## config.mk

```make
export PLATFORM = sky130hd
export DESIGN_NAME = program_loader
export DESIGN_NICKNAME = d
export VERILOG_FILES = /design/src/rtl/loader_pkg.sv /design/src/rtl/prog_mem.sv /design/src/rtl/program_loader.sv
export SDC_FILE = /design/constraint.sdc
export NUM_CORES = 1
export LEC_CHECK = 0
export ABC_AREA = 1
export CAP_MARGIN = 20
export CELL_PAD_IN_SITES_DETAIL_PLACEMENT = 1
export CELL_PAD_IN_SITES_GLOBAL_PLACEMENT = 1
export CORE_AREA = 2 2 115 200
export CTS_CLUSTER_SIZE = 25
export DETAILED_ROUTE_END_ITERATION = 10
export DIE_AREA = 0 0 117 202
export HOLD_SLACK_MARGIN = 0.12
export PLACE_DENSITY_LB_ADDON = 0.1
export SYNTH_ARGS = -nofsm -noshare
export SYNTH_HDL_FRONTEND = slang
export SYNTH_HIERARCHICAL = 1
export SYNTH_SLANG_ARGS = --single-unit
```

## constraint.sdc

```tcl
create_clock -name clk -period 2.2 [get_ports clk]
set_clock_uncertainty 0.15 [all_clocks]
set_input_delay 0.44 -clock clk [delete_from_list [all_inputs] [get_ports clk]]
set_output_delay 0.44 -clock clk [all_outputs]
set_load 0.02 [all_outputs]
```

## src/rtl/loader_pkg.sv

```systemverilog
// Shared definitions for the program loader slice.
// Holds the default widths and the loader FSM state encoding.
// The state constants are plain logic [1:0] localparams, so the FSM
// code can treat the state as an ordinary vector.
package loader_pkg;

  localparam int ADDR_W_DEF = 4;
  localparam int DATA_W_DEF = 8;
  localparam int NIB_W_DEF  = 4;

  // Loader FSM states
  localparam logic [1:0] IDLE = 2'd0;
  localparam logic [1:0] HI   = 2'd1;
  localparam logic [1:0] LO   = 2'd2;
  localparam logic [1:0] DONE = 2'd3;

endpackage

```

## src/rtl/prog_mem.sv

```systemverilog
// Program storage: 2**ADDR_W x DATA_W words.
// It has one synchronous write port, which reset clears, and one
// asynchronous read port.
// Ports:
//   clk, rst         clock and synchronous active-high clear of every word
//   wr_en            write enable for wr_addr/wr_data on the rising edge
//   wr_addr, wr_data write address and data
//   rd_addr, rd_data combinational read port (the CPU fetch side)
module prog_mem
  import loader_pkg::*;
#(
  parameter int ADDR_W = ADDR_W_DEF,
  parameter int DATA_W = DATA_W_DEF
) (
  input  logic              clk,
  input  logic              rst,
  input  logic              wr_en,
  input  logic [ADDR_W-1:0] wr_addr,
  input  logic [DATA_W-1:0] wr_data,
  input  logic [ADDR_W-1:0] rd_addr,
  output logic [DATA_W-1:0] rd_data
);

  localparam int DEPTH = 1 << ADDR_W;

  logic [DATA_W-1:0] mem [DEPTH];

  // Reset wipes the whole program. This means a reset can never leave
  // behind a stale or partially loaded image.
  always_ff @(posedge clk) begin
    if (rst) begin
      for (int i = 0; i < DEPTH; i++) begin
        mem[i] <= '0;
      end
    end else if (wr_en) begin
      mem[wr_addr] <= wr_data;
    end
  end

  // The read returns the value stored before the edge. A new write
  // becomes visible in the following cycle.
  assign rd_data = mem[rd_addr];

endmodule

```

## src/rtl/program_loader.sv

```systemverilog
// Program loader: fills program memory from a nibble stream and serves
// CPU instruction fetches. The fetch side is a drop-in replacement for
// the old program ROM port pair.
// Ports:
//   clk, rst             clock, synchronous active-high reset
//   load_start           one-cycle request to start a session (honoured only in IDLE)
//   nib_valid, nib_data  loader stream, high nibble of each byte first
//   nib_ready            stream transfer allowed (HI or LO state)
//   addr, prog           CPU fetch address and combinational instruction
//   busy                 session in progress; the CPU holds its PC while high
//   done                 one-cycle pulse after the last location is written
//   checksum             modulo-2**DATA_W sum of the bytes written in this/last session
// DATA_W must equal 2*NIB_W.
module program_loader
  import loader_pkg::*;
#(
  parameter int ADDR_W = ADDR_W_DEF,
  parameter int DATA_W = DATA_W_DEF,
  parameter int NIB_W  = NIB_W_DEF
) (
  input  logic              clk,
  input  logic              rst,
  input  logic              load_start,
  input  logic              nib_valid,
  input  logic [NIB_W-1:0]  nib_data,
  output logic              nib_ready,
  input  logic [ADDR_W-1:0] addr,
  output logic [DATA_W-1:0] prog,
  output logic              busy,
  output logic              done,
  output logic [DATA_W-1:0] checksum
);

  logic [1:0]        state;
  logic [ADDR_W-1:0] wr_ptr;
  logic [NIB_W-1:0]  hi_nib;
  logic              hs;
  logic              wr_en;
  logic [DATA_W-1:0] wr_byte;

  assign nib_ready = (state == HI) || (state == LO);
  assign hs        = nib_ready && nib_valid;
  assign busy      = (state != IDLE);
  assign done      = (state == DONE);
  assign wr_byte   = {hi_nib, nib_data};

  // Gating with rst drops a LO handshake that coincides with reset.
  // Otherwise that byte would be written alongside the memory clear.
  assign wr_en = hs && (state == LO) && !rst;

  always_ff @(posedge clk) begin
    if (rst) begin
      state    <= IDLE;
      wr_ptr   <= '0;
      hi_nib   <= '0;
      checksum <= '0;
    end else begin
      case (state)
        IDLE: begin
          if (load_start) begin
            state    <= HI;
            wr_ptr   <= '0;
            checksum <= '0;
          end
        end
        HI: begin
          if (hs) begin
            hi_nib <= nib_data;
            state  <= LO;
          end
        end
        LO: begin
          if (hs) begin
            checksum <= checksum + wr_byte;
            // The pointer wraps naturally to 0 on the last location.
            wr_ptr   <= wr_ptr + 1'b1;
            state    <= (wr_ptr == '1) ? DONE : HI;
          end
        end
        DONE:    state <= IDLE;
        default: state <= IDLE;
      endcase
    end
  end

  prog_mem #(
    .ADDR_W(ADDR_W),
    .DATA_W(DATA_W)
  ) u_mem (
    .clk    (clk),
    .rst    (rst),
    .wr_en  (wr_en),
    .wr_addr(wr_ptr),
    .wr_data(wr_byte),
    .rd_addr(addr),
    .rd_data(prog)
  );

endmodule

```

==> results.yml <==
outcome:
  status: "finished, final reports clean"
place:
  io_buffers: 30
  hpwl_mm: 17.71
  placed_cells: 1240
  place_congestion: 0.8240
logic_synthesis:
  synth_top_cell_area_share: 0.5212
  synth-seq-area-share: 0.5701
  yosysMostFrequentCell: "nand2_1"
  synth_edf_count: 128
  synth_common_cells: "nand2_1, nor2_1, inv_1"
  yosys.area.top_type: "edfxtp_1"
  synth_cell_types: 26
  synth_async_sr_flop_share: 0
  synthTopCellsByArea: "edfxtp_1, nand2_1, nand3_1, nor2_1, inv_1"
  synth_seq_cells: 146
  postSynthAreaPerCell_um2: 8.516
  yosys_warnings: 6
  syn-instance-count: 866
  syn_area_um2: 7375
  ys.flop_type: "edfxtp_1"
  synthesis.nets: 892
floorplan:
  pin_count: 31
  core_area_um2: 22070
  design.die.area_um2: 23630
  initial_utilization: 0.3341
  rows: 72
  fp.dieW_um: 117
  die_h_um: 202
sta:
  period_minus_slack_ns: 2.152
  timing.fmax_mhz: 464.6
  hold_violations: 0
  tns_ns: 0
  period_share: 0.9783
  tightestPinTransition_ns: 0.3654
  hold_ws_ns: 0.3335
  finalSetupViolCount: 0
  slew_headroom: 0.7561
  finalMaxSlewViolations: 0
power_and_ir_drop:
  power_density_nw_per_um2: 766.7
  p_clk_frac: 0.374
  pwr-share-seq: 0.433
  p_total_mw: 7.400
  peakVddDrop_mv: 0.4338
  combPwrFrac: 0.193
  p_int_mw: 5.286
  leakagePower_nw: 4.196
  p_sw_frac: 0.2857
  switching_power_mw: 2.114
drt:
  wirelength_mm: 24.61
  drt-vias-per-instance: 4.839
  final_antenna_net_count: 0
  routedWlPerCell_um: 19.18
  vias: 6208
  initialDrtViolationCount: 302
  firstDrtPassIters: 4
  drc: 0
worst_setup_path:
  required_ns: 1.61
  path_class: "input port to output pin"
  crit_path_end_kind: "output pin"
  worstPathArrival_ns: 1.56
  worst-r2r-setup-slack_ns: 0.12
  crit_path_start_kind: "input port"
  worstPathMaxFanout: 11
finish:
  nets: 1001
  area_delta_synth_final_pct: 30.88
  diodes: 0
  drive_above_1_share: 0.1814
  stdcell_count: 1283
cts:
  cts-htree-levels: 4
  numClockSinks: 146
  cts_tree: "built"
  ctsRootBufferMaster: "clkbuf_16"
  clock_latency_ns: 0.43
  hold_buffers: 0
  clkTransAtPathRegs_ns: 0.06
  ctsLongestPathBuffers: 2
  numCtsBuffers: 17
grt:
  grt_max_degree: 35
  grt_pass1_wl_mm: 37.16
  antenna_found_initial: 0
  track_usage: 0.2161
  gr-total-overflow: 0
  grt_pass1_vias: 6828
job:
  drv_cap: 0
min_path:
  hold_class: "flip-flop to flip-flop"
worst paths after layout:
path                   from  depth (start not counted)          endpoint
hold / removal    hi_nib[2]                          2         hi_nib[2]
hold reg to reg   hi_nib[2]                          2         hi_nib[2]
setup / recovery    addr[1]                          9           prog[3]
setup reg to reg   state[0]                         11  u_mem/mem[10][4]
metal layers:
metal,vias to the layer above,global-route usage,wire (µm)
met2,108,0.4232,14340
met5,-,0,0
met1,3093,0.2079,8550
li1,2960,-,-
met4,0,0.1097,1036
met3,47,0.03328,683
cells by family after synthesis:
kind of cell	share of synthesized area
AO/OA/AOI/OAI	0.02392
XOR/XNOR	0.003564
adder cells (fa/ha/maj)	0.02477
buffers and inverters	0.09060
flip-flops	0.5701
AND/OR/NAND/NOR	0.2871
layout make-up:
cell class	instances	area, µm²
Tap cell	296	370.4
Sequential cell	146	4207
Multi-Input combinational cell	548	2562
Inverter	137	529.3
Fill cell	2591	12420
Clock inverter	13	118.9
Timing Repair Buffer	125	1435
Clock buffer	18	429.2
critical path, cell delays in order:
cell	delay, ns
clkdlybuf4s15_2	0.22
inv_4	0.06
buf_4	0.15
buf_16	0.14
nand3_1	0.10
nand3_2	0.10
nand3_1	0.12
nand2_1	0.07
buf_4	0.16
power by group through the flow:
stage | sequential, mW | clock (mW) | combinational (mW)
after floorplan | 3.24 | 0 | 0.739
after global placement | 3.25 | 0 | 1.37
after detailed placement | 3.26 | 0 | 1.41
after CTS | 3.20 | 2.82 | 1.41
after global routing | 3.22 | 2.90 | 1.55
final | 3.20 | 2.77 | 1.43
cell usage in the layout (no fill, tap or decap), types with 2 or more instances in the layout:
| cell type | netlist | routed |
|---|---|---|
| nand2_1 | 226 | 219 |
| nor2_1 | 138 | 138 |
| inv_1 | 132 | 129 |
| edfxtp_1 | 128 | 128 |
| nand3_1 | 107 | 100 |
| buf_4 | 0 | 61 |
| buf_12 | 0 | 26 |
| nand2_2 | 17 | 24 |
| a21oi_1 | 21 | 21 |
| clkbuf_16 | 0 | 20 |
| dfxtp_1 | 18 | 16 |
| clkdlybuf4s50_1 | 0 | 16 |
| ha_1 | 13 | 12 |
| buf_6 | 1 | 10 |
| o21ai_0 | 7 | 7 |
| nand3_2 | 0 | 7 |
| inv_2 | 5 | 6 |
| clkinv_1 | 0 | 6 |
| buf_2 | 12 | 4 |
| nor3_4 | 4 | 4 |
| xor2_1 | 3 | 3 |
| clkinvlp_4 | 0 | 3 |
| or2_1 | 2 | 2 |
| nand3b_1 | 2 | 2 |
| bufinv_16 | 0 | 2 |
| dlygate4sd2_1 | 0 | 2 |
| dfxtp_2 | 0 | 2 |
flip-flops by register name, indices dropped and copies added (netlist names):
register / flops
checksum: 8
hi_nib: 4
state: 2
u_mem/mem: 128
wr_ptr: 4
through the flow:
step / utilization / area (µm²) / setup WS [ns]
CTS: 0.4299 / 9488 / 0.01315
global route: 0.4373 / 9652 / -0.006406
floorplan: - / 7375 / -0.07579
finish: 0.4373 / 9652 / 0.04778
global placement: 0.3997 / 8822 / -0.7448
detailed placement: 0.3997 / 8822 / -0.7467
timing repair:
item | in CTS | in global routing
endpoints found under the setup margin | 11 | 259
setup buffers | 4 | 2
pin swaps | 3 | 8
gates resized for setup | 64 | 27
cloned | 3 | 3
Power figures use the tool's default switching activity.
